[config.mk]
export PLATFORM = sky130hd
export DESIGN_NAME = uart_rx_param
export DESIGN_NICKNAME = d
export VERILOG_FILES = /design/src/rtl/uart_pkg.sv /design/src/rtl/uart_rx_fifo.sv /design/src/rtl/uart_rx_param.sv
export SDC_FILE = /design/constraint.sdc
export NUM_CORES = 1
export LEC_CHECK = 0
export CORE_MARGIN = 8
export CORE_UTILIZATION = 56
export CTS_BUF_LIST = sky130_fd_sc_hd__clkbuf_8
export DETAILED_ROUTE_END_ITERATION = 7
export GPL_ROUTABILITY_DRIVEN = 0
export HOLD_SLACK_MARGIN = 0.03
export PLACE_DENSITY = 0.82
export SYNTH_ARGS = -nofsm -noshare
export SYNTH_HDL_FRONTEND = slang
export SYNTH_SLANG_ARGS = --single-unit
[constraint.sdc]
create_clock -name clk -period 1.8 [get_ports clk]
set_input_delay 0.36 -clock clk [delete_from_list [all_inputs] [get_ports clk]]
set_output_delay 0.36 -clock clk [all_outputs]
set_load 0.02 [all_outputs]
[src/rtl/uart_pkg.sv]
// Shared constants and types for the parametrised UART receive path.
package uart_pkg;

   localparam int PAR_NONE = 0;
   localparam int PAR_EVEN = 1;
   localparam int PAR_ODD  = 2;

   typedef enum logic [2:0] {
      ST_IDLE,
      ST_START,
      ST_DATA,
      ST_PARITY,
      ST_STOP1,
      ST_STOP2
   } rx_state_e;

   // One FIFO entry holds {framing_err, parity_err, data}.
   function automatic int fifo_entry_width(input int data_bits);
      return data_bits + 2;
   endfunction

endpackage

[src/rtl/uart_rx_fifo.sv]
// First-word-fall-through synchronous FIFO; the head entry is always visible on rdata_o.
module uart_rx_fifo #(
   parameter int WIDTH = 10,
   parameter int DEPTH = 4
) (
   input  logic             clk,
   input  logic             rst_n,
   input  logic             push_i,
   input  logic [WIDTH-1:0] wdata_i,
   input  logic             pop_i,
   output logic [WIDTH-1:0] rdata_o,
   output logic             full_o,
   output logic             empty_o
);

   localparam int AW = (DEPTH > 1) ? $clog2(DEPTH) : 1;

   logic [WIDTH-1:0] mem_q [DEPTH];
   logic [AW-1:0]    wr_ptr_q;
   logic [AW-1:0]    rd_ptr_q;
   logic [AW:0]      count_q;
   logic [AW:0]      count_d;
   logic             do_push;
   logic             do_pop;

   assign empty_o = (count_q == '0);
   assign full_o  = (count_q == (AW+1)'(DEPTH));

   // A pop frees a slot in the same cycle, so a full FIFO can still accept a push.
   assign do_pop  = pop_i && !empty_o;
   assign do_push = push_i && (!full_o || do_pop);

   assign rdata_o = mem_q[rd_ptr_q];

   always_comb begin
      count_d = count_q;  // NOTE: default first so no path leaves count_d unassigned (no latch).
      unique case ({do_push, do_pop})
         2'b10:   count_d = count_q + 1'b1;
         2'b01:   count_d = count_q - 1'b1;
         default: count_d = count_q;
      endcase
   end

   always_ff @(posedge clk or negedge rst_n) begin
      if (!rst_n) begin
         wr_ptr_q <= '0;  // NOTE: non-blocking so every flop samples pre-edge values.
         rd_ptr_q <= '0;
         count_q  <= '0;
      end else begin
         if (do_push) wr_ptr_q <= wr_ptr_q + 1'b1;
         if (do_pop)  rd_ptr_q <= rd_ptr_q + 1'b1;
         count_q <= count_d;
      end
   end

   // NOTE: storage is not reset; the empty flag guards every read of stale contents.
   always_ff @(posedge clk) begin
      if (do_push) mem_q[wr_ptr_q] <= wdata_i;
   end

endmodule

[src/rtl/uart_rx_param.sv]
// Oversampling UART receiver with 3-sample majority vote, optional parity, 1/2 stop bits
// and a small receive FIFO carrying per-word error flags.
module uart_rx_param
   import uart_pkg::*;
#(
   parameter int DATA_BITS  = 8,
   parameter int OVERSAMPLE = 16,
   parameter int PARITY     = PAR_NONE,
   parameter int STOP_BITS  = 1,
   parameter int FIFO_DEPTH = 4
) (
   input  logic                 clk,
   input  logic                 rst_n,
   input  logic                 rxd,
   input  logic                 baud_en,
   input  logic                 rd,
   input  logic                 clr_err,
   output logic [DATA_BITS-1:0] rx_data,
   output logic                 parity_err,
   output logic                 framing_err,
   output logic                 rda,
   output logic                 overrun
);

   localparam int EW = fifo_entry_width(DATA_BITS);
   localparam int TW = $clog2(OVERSAMPLE);
   localparam int BW = $clog2(DATA_BITS);

   localparam logic [TW-1:0] T_S0   = TW'(OVERSAMPLE/2 - 1);
   localparam logic [TW-1:0] T_S1   = TW'(OVERSAMPLE/2);
   localparam logic [TW-1:0] T_DEC  = TW'(OVERSAMPLE/2 + 1);
   localparam logic [TW-1:0] T_LAST = TW'(OVERSAMPLE - 1);
   localparam logic [BW-1:0] B_LAST = BW'(DATA_BITS - 1);

   localparam logic PAR_EN  = (PARITY == PAR_EVEN) || (PARITY == PAR_ODD);
   localparam logic PAR_SUM = (PARITY == PAR_ODD);

   logic [1:0]           sync_q;
   logic                 rxs;
   rx_state_e            state_q;
   logic [TW-1:0]        tcnt_q;
   logic [BW-1:0]        bit_cnt_q;
   logic [DATA_BITS-1:0] shift_q;
   logic                 s0_q;
   logic                 s1_q;
   logic                 perr_q;
   logic                 ferr_q;
   logic                 push_q;
   logic [EW-1:0]        word_q;
   logic                 overrun_q;
   logic                 vote;
   logic                 drop;
   logic                 fifo_full;
   logic                 fifo_empty;
   logic [EW-1:0]        head;

   always_ff @(posedge clk or negedge rst_n) begin
      if (!rst_n) sync_q <= 2'b11;
      else        sync_q <= {sync_q[0], rxd};
   end

   assign rxs = sync_q[1];

   // Third sample is the live line value on the decision tick.
   assign vote = (s0_q & s1_q) | (s0_q & rxs) | (s1_q & rxs);

   always_ff @(posedge clk or negedge rst_n) begin
      if (!rst_n) begin
         state_q   <= ST_IDLE;
         tcnt_q    <= '0;
         bit_cnt_q <= '0;
         shift_q   <= '0;
         s0_q      <= 1'b1;
         s1_q      <= 1'b1;
         perr_q    <= 1'b0;
         ferr_q    <= 1'b0;
         push_q    <= 1'b0;
         word_q    <= '0;
      end else begin
         push_q <= 1'b0;
         if (baud_en) begin
            tcnt_q <= tcnt_q + 1'b1;
            if (tcnt_q == T_S0) s0_q <= rxs;
            if (tcnt_q == T_S1) s1_q <= rxs;

            unique case (state_q)
               ST_IDLE: begin
                  tcnt_q <= '0;
                  if (!rxs) begin
                     // The detecting tick is tick 0 of the start bit.
                     state_q   <= ST_START;
                     tcnt_q    <= TW'(1);
                     bit_cnt_q <= '0;
                     perr_q    <= 1'b0;
                     ferr_q    <= 1'b0;
                  end
               end

               ST_START: begin
                  if (tcnt_q == T_DEC && vote) begin
                     state_q <= ST_IDLE;
                     tcnt_q  <= '0;
                  end else if (tcnt_q == T_LAST) begin
                     state_q <= ST_DATA;
                     tcnt_q  <= '0;
                  end
               end

               ST_DATA: begin
                  if (tcnt_q == T_DEC) shift_q <= {vote, shift_q[DATA_BITS-1:1]};
                  if (tcnt_q == T_LAST) begin
                     tcnt_q    <= '0;
                     bit_cnt_q <= bit_cnt_q + 1'b1;
                     if (bit_cnt_q == B_LAST) state_q <= PAR_EN ? ST_PARITY : ST_STOP1;
                  end
               end

               ST_PARITY: begin
                  if (tcnt_q == T_DEC) perr_q <= ((^shift_q) ^ vote) != PAR_SUM;
                  if (tcnt_q == T_LAST) begin
                     state_q <= ST_STOP1;
                     tcnt_q  <= '0;
                  end
               end

               ST_STOP1: begin
                  if (STOP_BITS == 1) begin
                     // Single stop bit: push on the decision tick so the next start edge is caught.
                     if (tcnt_q == T_DEC) begin
                        push_q  <= 1'b1;
                        word_q  <= {~vote, perr_q, shift_q};
                        state_q <= ST_IDLE;
                        tcnt_q  <= '0;
                     end
                  end else begin
                     if (tcnt_q == T_DEC) ferr_q <= ~vote;
                     if (tcnt_q == T_LAST) begin
                        state_q <= ST_STOP2;
                        tcnt_q  <= '0;
                     end
                  end
               end

               ST_STOP2: begin
                  if (tcnt_q == T_DEC) begin
                     push_q  <= 1'b1;
                     word_q  <= {ferr_q | ~vote, perr_q, shift_q};
                     state_q <= ST_IDLE;
                     tcnt_q  <= '0;
                  end
               end

               default: begin
                  state_q <= ST_IDLE;
                  tcnt_q  <= '0;
               end
            endcase
         end
      end
   end

   // A same-cycle read makes room, so only an unread push into a full FIFO is lost.
   assign drop = push_q && fifo_full && !rd;

   always_ff @(posedge clk or negedge rst_n) begin
      if (!rst_n)       overrun_q <= 1'b0;
      else if (drop)    overrun_q <= 1'b1;
      else if (clr_err) overrun_q <= 1'b0;
   end

   uart_rx_fifo #(
      .WIDTH (EW),
      .DEPTH (FIFO_DEPTH)
   ) u_fifo (
      .clk     (clk),
      .rst_n   (rst_n),
      .push_i  (push_q),
      .wdata_i (word_q),
      .pop_i   (rd),
      .rdata_o (head),
      .full_o  (fifo_full),
      .empty_o (fifo_empty)
   );

   assign rda         = !fifo_empty;
   assign rx_data     = fifo_empty ? '0 : head[DATA_BITS-1:0];
   assign parity_err  = PAR_EN && !fifo_empty && head[DATA_BITS];
   assign framing_err = !fifo_empty && head[DATA_BITS+1];
   assign overrun     = overrun_q;

endmodule
; ---- Word level (Yosys, flattened, before mapping)
; Memories as Yosys holds them, arrays and structs flattened.
; Index checks and enable logic that the tools add are counted.
[classes]
addsub = 6
eq_ne = 22
mux = 30
bitwise = 7
n_reduce_logical = 27
[op_table]
columns = operator, n
row1 = $mux W3, 9
row2 = $mux W10, 2
row3 = $pmux W4 S4, 1
row4 = $pmux W3 S5, 1
row5 = $ne A2 B2 Y1 const B, 7
row6 = $eq A3 B3 Y1 const B, 4
row7 = $eq A4 B4 Y1 const B, 3
row8 = $mux W4, 3
row9 = $pmux W3 S2, 2
row10 = $reduce_and A4 Y1, 3
row11 = $mux W1, 10
row12 = $reduce_bool A2 Y1, 5
row13 = $mux W8, 1
row14 = $reduce_xor A8 Y1, 1
row15 = $reduce_and A7 Y1, 1
row16 = $add A3 B1 Y3 const B, 2
row17 = $eq A3 B2 Y1 const B, 2
row18 = $logic_and A1 B1 Y1, 6
row19 = $logic_not A3 Y1, 2
row20 = $add A2 B1 Y2 const B, 2
row21 = $add A4 B1 Y4 const B, 1
row22 = $eq A4 B3 Y1 const B, 1
row23 = $reduce_and A2 Y1, 2
row24 = $reduce_or A2 Y1, 2
row25 = other kinds (14), 19
[totals]
reg_bits = 42
mem_bits_rw = 40
inputBits = 6
out_inout_bits = 12
mem_count = 1
[memory_table]
columns = memory, depth, word_bits, read_ports, rd_ports_with_merged_regs, write_ports, line
row1 = u_fifo.mem_q, 4, 10, 1, 0, 1, uart_rx_fifo.sv:18  ; logic [WIDTH-1:0] mem_q [DEPTH];

; ---- Logic depth before layout (Yosys ltp)
; Gate-level depths: netlist of run 1.
[logic_depth]
depth_word = 7
depth_mapped = 8
mapped_depth_nobuf = 7

; ---- Modules after synthesis
; Synthesis of run 1 repeated with hierarchy kept, for this count alone.
[unflattened]
hier_cells = 266
hier_area_um2 = 3746.1
[by_module_without_submodules]
columns = mod, n_inst, cells_each, area_each_um2
row1 = uart_rx_fifo, 1, 106, 1963.1
row2 = uart_rx_param, 1, 160, 1783.0

; ---- Worst setup path before layout of run 1
; No wires, ideal clock.
[synth_path]
kind = reg-to-reg
from = reg u_fifo.count_q[1]
to = reg u_fifo.count_q[1]
t_arrival_ns = 1.990
t_required_ns = 1.713
setup_slack_ns = -0.277
stages_incl_launch_ff = 8
n_path_buf = 1
synth_period_minus_slack_ns = 2.077
path_cell_list = dfrtp_1 > or3_1 > clkbuf_1 > nand2_1 > fa_1 > a211oi_1 > o21ai_0 > a22oi_1
[synth_via]
elab_chain_len = 7
word_cells_on_any_way = 13
[synth_rtl]
columns = element, line
row1 = from (decl), uart_rx_fifo.sv:21  ; logic [AW:0] count_q;
row2 = from (signal assigned), uart_rx_fifo.sv:52  ; count_q <= count_d;
row3 = $logic_not A3 Y1 (*), uart_rx_fifo.sv:26  ; assign empty_o = (count_q == '0);
row4 = $logic_not A1 Y1 (*), -
row5 = net rda, uart_rx_param.sv:21  ; output logic rda,
row6 = $logic_and A1 B1 Y1 (*), uart_rx_fifo.sv:30  ; assign do_pop = pop_i && !empty_o;
row7 = $logic_or A1 B1 Y1, uart_rx_fifo.sv:31  ; assign do_push = push_i && (!full_o || do_pop);
row8 = $logic_and A1 B1 Y1, uart_rx_fifo.sv:31
row9 = $eq A2 B1 Y1 or $eq A2 B2 Y1 (tied branches), uart_rx_fifo.sv:37  ; unique case ({do_push, do_pop})
row10 = $pmux W3 S2 or $reduce_bool A2 Y1 (tied branches), -
; Mark *: on every way through the listed nets, which the timed path passes. The rest lies on a longest branch.
; A chain may end at the register's enable or synchronous reset.

; ---- Worst setup path in the final report of run 1
[layout_path]
from = reg u_fifo.rd_ptr_q[0]
to = out framing_err
[layout_via]
elab_chain_len = 2
[layout_rtl]
columns = element, line
row1 = from (decl), uart_rx_fifo.sv:20  ; logic [AW-1:0] rd_ptr_q;
row2 = from (signal assigned), uart_rx_fifo.sv:51  ; if (do_pop) rd_ptr_q <= rd_ptr_q + 1'b1;
row3 = $mem_v2 Z4 W10, -
row4 = $logic_and A1 B1 Y1, uart_rx_param.sv:188  ; assign framing_err = !fifo_empty && head[DATA_BITS+1];
row5 = to (decl), uart_rx_param.sv:20  ; output logic framing_err,
; No other way between the ends.

==> results.json, run 1 <==
{
  "p_switching_uw": 1880,
  "htreeDepth": 3,
  "period_needed_ps": 2040,
  "clock_tree.buffer_depth": 2,
  "synth-async-reset-ratio_pct": 52.6,
  "initial_core_util_pct": 57.8,
  "finClkSkew_ps": 12.1,
  "io_pins": 18,
  "die_w_um": 93.9,
  "dr.pass1.iters": 4,
  "grt.overflow.total": 0,
  "rows": 28,
  "synth_cell_types": 49,
  "cts.clk_slew.worst_paths_ps": 70,
  "drive_above_1_share_pct": 40.4,
  "clock_insertion_delay_worst_skew_ps": 340,
  "wl_mm": 6.86,
  "avgSynthCellArea_um2": 14.5,
  "p_total_uw": 5890,
  "crit_path_end_kind": "output port",
  "crit_type": "reg2out",
  "synth-edff-count": 36,
  "synth_ff_type": "edfxtp_1",
  "hold-worst-slack_ps": 359,
  "worstPathArrival_ps": 1680,
  "syn-num-nets": 251,
  "drt_iter0_drc": 143,
  "rsz0062_at_grt": "true",
  "ys_seq_area_share_pct": 61.4,
  "violations": "setup timing",
  "ys_warn_count": 0,
  "synthCells": 235,
  "mostFrequentLayoutCells": "dfrtp_1, edfxtp_1, mux2_2, buf_4, inv_1",
  "placed_cells": 338,
  "status": "finished with violations",
  "fp.dieArea_um2": 8820,
  "synth_area_um2": 3400,
  "routed_via_density": 5.83,
  "core-area_um2": 5890,
  "vdd_ir_drop_max_uv": 879,
  "leakage_uw": 0.00184,
  "antenna_found_initial": 0,
  "routedWlPerCell_um": 19.1,
  "place.port_buffers": 16,
  "grt_usage_pct": 16.6,
  "grt_max_degree": 19,
  "cp_max_fo": 5,
  "final_nets": 296,
  "grt_pass1_vias": 2233,
  "setup_violations": 10,
  "drc": 0,
  "p_clk_share_pct": 23.3,
  "ys_ff_latch": 76,
  "root_buffer": "clkbuf_8",
  "place_hpwl_mm": 4.35,
  "fill_cells": 384,
  "netSwitchingFraction_pct": 32.0,
  "ff_latch_area_um2": 2090,
  "fin_ws_ps": -245,
  "cts_buffers": 9,
  "area_growth_pct": 23.3,
  "die_h_um": 93.9,
  "drv_slew": 0,
  "cp.required_ps": 1440,
  "cp-start-kind": "flop",
  "multi_input_area_um2": 1270,
  "final-hold-violation-count": 0,
  "utilization_pct": 71.3,
  "ant_nets": 0,
  "cts_tree": "built",
  "fmax_ghz": 0.489,
  "grt_pass1_wl_mm": 11.2,
  "combPwrFrac_pct": 38.7,
  "antennaDiodeCount": 0,
  "vias": 2099,
  "final.period_utilization_pct": 114,
  "power_frac_seq_pct": 38.0,
  "cap_violations": 0,
  "power_density_nw_per_um2": 1400,
  "hp-class": "reg2reg",
  "clock-sinks": 76,
  "instances_no_fill": 360,
  "intPower_uw": 4000
}
final cells by class:
| class | instances | area share [%] |
|---|---|---|
| Timing Repair Buffer | 46 | 11.5 |
| Tap cell | 75 | 2.24 |
| Clock buffer | 9 | 2.95 |
| Inverter | 12 | 1.07 |
| Clock inverter | 7 | 2.09 |
| Sequential cell | 76 | 49.8 |
| Multi-Input combinational cell | 135 | 30.4 |
repair_timing:
action / CTS / global route
endpoints found under the hold margin: 16 / 0
setup endpoints to repair: 64 / 32
pin swaps: 5 / 4
hold buffers: 1 / 0
resized for setup: 69 / 16
cloned: 1 / 0
setup buffers: 5 / 1
sequential cells by signal, summed over array words and instances (netlist names), 2 cells and up:
register	cells
u_fifo.mem_q	36
bit_cnt_q	3
sync_q	2
u_fifo.rd_ptr_q	2
u_fifo.wr_ptr_q	2
u_fifo.count_q	3
tcnt_q	4
shift_q	8
word_q	9
state_q	3
cell usage after synthesis, drive strengths merged, types with 5 or more instances:
library cell | count | share of area [%]
nor2 | 7 | 0.77
nand2 | 7 | 0.99
mux2 | 22 | 7.3
edfxtp | 36 | 32
nor3 | 5 | 1.1
clkbuf | 7 | 0.77
mux4 | 9 | 6.0
dfrtp | 36 | 26
and2 | 15 | 2.8
inv | 12 | 1.3
buf | 5 | 1.5
o21ai | 7 | 1.0
ha | 9 | 3.3
stage by stage:
step	instance area, um2	setup TNS [ps]	worst slack, ps
finish	4190	-2100	-245
global route	4190	-2770	-307
CTS	4160	-2850	-311
detailed placement	3830	-9880	-347
global placement	3830	-9200	-272
floorplan	3420	-133	-133
kinds of logic after synthesis:
| group | Yosys count | share of synthesized area (%) |
|---|---|---|
| muxes | 33 | 13.8 |
| xor gates and xnor gates | 5 | 1.29 |
| adders and majority gates | 11 | 4.23 |
| and+or+nand+nor | 58 | 10.3 |
| DFF | 76 | 61.4 |
| buffers and inverters | 24 | 3.57 |
| other | 1 | 0.110 |
| AOI/OAI and AO/OA | 27 | 5.33 |
layer usage:
| metal | routed length (um) | share of wire, % | up-vias | GRT usage, % |
|---|---|---|---|---|
| li1 | - | - | 946 | - |
| met1 | 2680 | 39 | 1053 | 19.0 |
| met2 | 3590 | 52 | 79 | 28.8 |
| met3 | 404 | 5.9 | 21 | 4.24 |
| met4 | 187 | 2.7 | 0 | 6.74 |
| met5 | 0 | 0 | - | 0 |
final timing paths:
check / startpoint / end / slack, ps / depth (start not counted)
setup reg to reg: u_fifo.count_q[1] / u_fifo.count_q[1] / -70 / 6
hold / removal: sync_q[0] / sync_q[1] / 360 / 0
setup / recovery: u_fifo.rd_ptr_q[0] / framing_err / -240 / 4
min in group asynchronous: rst_n / word_q[6] / 480 / 2
hold reg to reg: sync_q[0] / sync_q[1] / 360 / 0
max in group asynchronous: rst_n / sync_q[0] / 720 / 3
power groups by stage:
stage / Sequential [uW] / Clock (uW) / Combinational, uW
floorplan: 2170 / 0 / 1290
global placement: 2250 / 0 / 1800
detailed placement: 2260 / 0 / 1880
CTS: 2230 / 1400 / 2170
global route: 2260 / 1470 / 2460
finish: 2240 / 1370 / 2280
critical path, stage by stage, from the launching register on:
cell	delay (ps)
dfrtp_1	380
buf_6	160
mux4_2	520
and2_4	160
buf_6	130
(Power assumes the default switching activity.)
==> run 2, diff against run 1 <==
Settings changed: MAX_ROUTING_LAYER set to met4.
==> run 2 against run 1 <==
The flow still finishes with violations (setup timing). Non-clock buffer count rose by 1. Hold slack did not move. Sequential power barely moved. Flip-flop and latch count did not move. Die area did not move. Critical path depth did not move. Cell count rose by 0.28%. Fmax fell by 0.63%. Global-route usage rose by 0.53 points. Largest cell class unchanged.
==> results.json, run 2 (same netlist as run 1, synthesis figures left out) <==
{
  "cts_buffers": 9,
  "root_buffer": "clkbuf_8",
  "vias": 2096,
  "power_density_nw_per_um2": 1410,
  "cp-start-kind": "flop",
  "final.period_utilization_pct": 114,
  "cp.required_ps": 1440,
  "worstPathArrival_ps": 1700,
  "status": "finished with violations",
  "period_needed_ps": 2060,
  "grt_pass1_wl_mm": 11.2,
  "crit_family": "multiplexers",
  "die_h_um": 93.9,
  "finClkSkew_ps": 12.6,
  "clock-sinks": 76,
  "drv_slew": 0,
  "largest_reg_flops": 36,
  "grt.busiest_layer": "met2",
  "cp.depth": 4,
  "vdd_ir_drop_max_uv": 937,
  "clock_insertion_delay_worst_skew_ps": 340,
  "fmax_ghz": 0.486,
  "design_area_um2": 4200,
  "grt_usage_pct": 17.1,
  "drc": 0,
  "met2_usage_pct": 28.8,
  "crit_path_end_kind": "output port",
  "p_clk_share_pct": 23.2,
  "hp-class": "reg2reg",
  "cpPeakStageDelay_ps": 520,
  "violations": "setup timing",
  "antennaDiodeCount": 0,
  "ant_nets": 0,
  "initial_core_util_pct": 57.8,
  "combPwrFrac_pct": 39.2,
  "placed_area_um2": 3830,
  "core-area_um2": 5890,
  "instances_no_fill": 361,
  "intPower_uw": 4020,
  "crit_path_frequent_cell": "buf_6",
  "top_register": "u_fifo.mem_q",
  "fin_ws_ps": -258,
  "area_growth_pct": 23.5,
  "place_hpwl_mm": 4.35,
  "power_frac_seq_pct": 37.6,
  "die_w_um": 93.9,
  "fp.dieArea_um2": 8820,
  "mostFrequentLayoutCells": "dfrtp_1, edfxtp_1, mux2_2, buf_4, inv_1",
  "drive_above_1_share_pct": 40.6,
  "rr_worst_depth": 6,
  "crit_chain": "buf_6 > mux4_2 > and2_4 > buf_6",
  "netSwitchingFraction_pct": 32.2,
  "antenna_found_initial": 0,
  "utilization_pct": 71.4,
  "grt.overflow.total": 0,
  "clock_tree.buffer_depth": 2,
  "p_switching_uw": 1910,
  "routedWlPerCell_um": 19.5,
  "placed_cells": 338,
  "final_nets": 297,
  "grt_pass1_vias": 2226,
  "grt_max_degree": 19,
  "drt_iter0_drc": 152,
  "whs_path_depth": 0,
  "routed_via_density": 5.81,
  "leakage_uw": 0.00185,
  "io_pins": 18,
  "crit_type": "reg2out",
  "rows": 28,
  "rsz0062_at_grt": "true",
  "cp_max_fo": 5,
  "reg.largest.list": "u_fifo.mem_q: 36 flops, word_q: 9 flops, shift_q: 8 flops",
  "cp.buffers_inverters": 2,
  "cts_tree": "built",
  "dr.pass1.iters": 4,
  "grtUsageMet1_pct": 19.1,
  "setup_violations": 11,
  "crit_slowest_cell": "mux4_2",
  "cap_violations": 0,
  "htreeDepth": 3,
  "cts.clk_slew.worst_paths_ps": 70,
  "final-hold-violation-count": 0,
  "wl_mm": 7.05,
  "place.port_buffers": 16,
  "grt_use_met3_pct": 4.24
}
-- run 2: cell count changes in the layout (fill, tap and decap cells not counted), sizes merged --
cell | previous run | this run
buf | 40 | 41
-- run 2: stage by stage --
stage          hold WS [ps]  setup TNS, ps  total power, uW  setup slack [ps]
6_report                359          -2230             5930              -258
4_1_cts                 359          -2850             5800              -311
5_1_grt                 360          -3090             6240              -307
3_3_place_gp            317          -9200             4050              -272
3_5_place_dp            320          -9880             4140              -347
2_1_floorplan          64.4           -133             3460              -133
-- run 2: timing repair --
action                                  4_1_cts  5_1_grt
endpoints found under the setup margin       64       32
resized for setup                            69       16
cloned                                        1        0
setup buffers                                 5        2
hold buffers                                  1        0
pin swaps                                     5        4
endpoints found under the hold margin        16        0
-- run 2: cell type report --
class / instances / area (um2)
clock inverters: 7 / 87.6
multi-input cells: 135 / 1270
clock buffers: 9 / 124
fillers: 380 / 1680
well taps: 75 / 93.8
repair buffers: 47 / 489
inverters: 12 / 45.0
flip-flops and latches: 76 / 2090
-- run 2: path summary, 6_finish.rpt --
| check | endpoint | slack, ps | start |
|---|---|---|---|
| worst max-delay path | framing_err | -260 | u_fifo.rd_ptr_q[0] |
| worst min-delay path | sync_q[1] | 360 | sync_q[0] |
| worst max register to register | u_fifo.count_q[1] | -130 | u_fifo.count_q[1] |
| worst min register to register | sync_q[1] | 360 | sync_q[0] |
| max in group asynchronous | sync_q[0] | 710 | rst_n |
| min in group asynchronous | word_q[6] | 480 | rst_n |
-- run 2: power groups by stage --
stage | registers, uW | logic (uW) | clock network [uW]
6_report | 2230 | 2330 | 1370
5_1_grt | 2260 | 2510 | 1470
4_1_cts | 2230 | 2170 | 1400
3_5_place_dp | 2260 | 1880 | 0
3_3_place_gp | 2250 | 1800 | 0
2_1_floorplan | 2170 | 1290 | 0
-- run 2: routing by layer --
metal | share of wire [%] | vias up | wire (um)
met5 | 0 | - | 0
met2 | 53 | 63 | 3740
li1 | - | 950 | -
met3 | 4.4 | 16 | 312
met4 | 3.1 | 0 | 221
met1 | 39 | 1067 | 2780
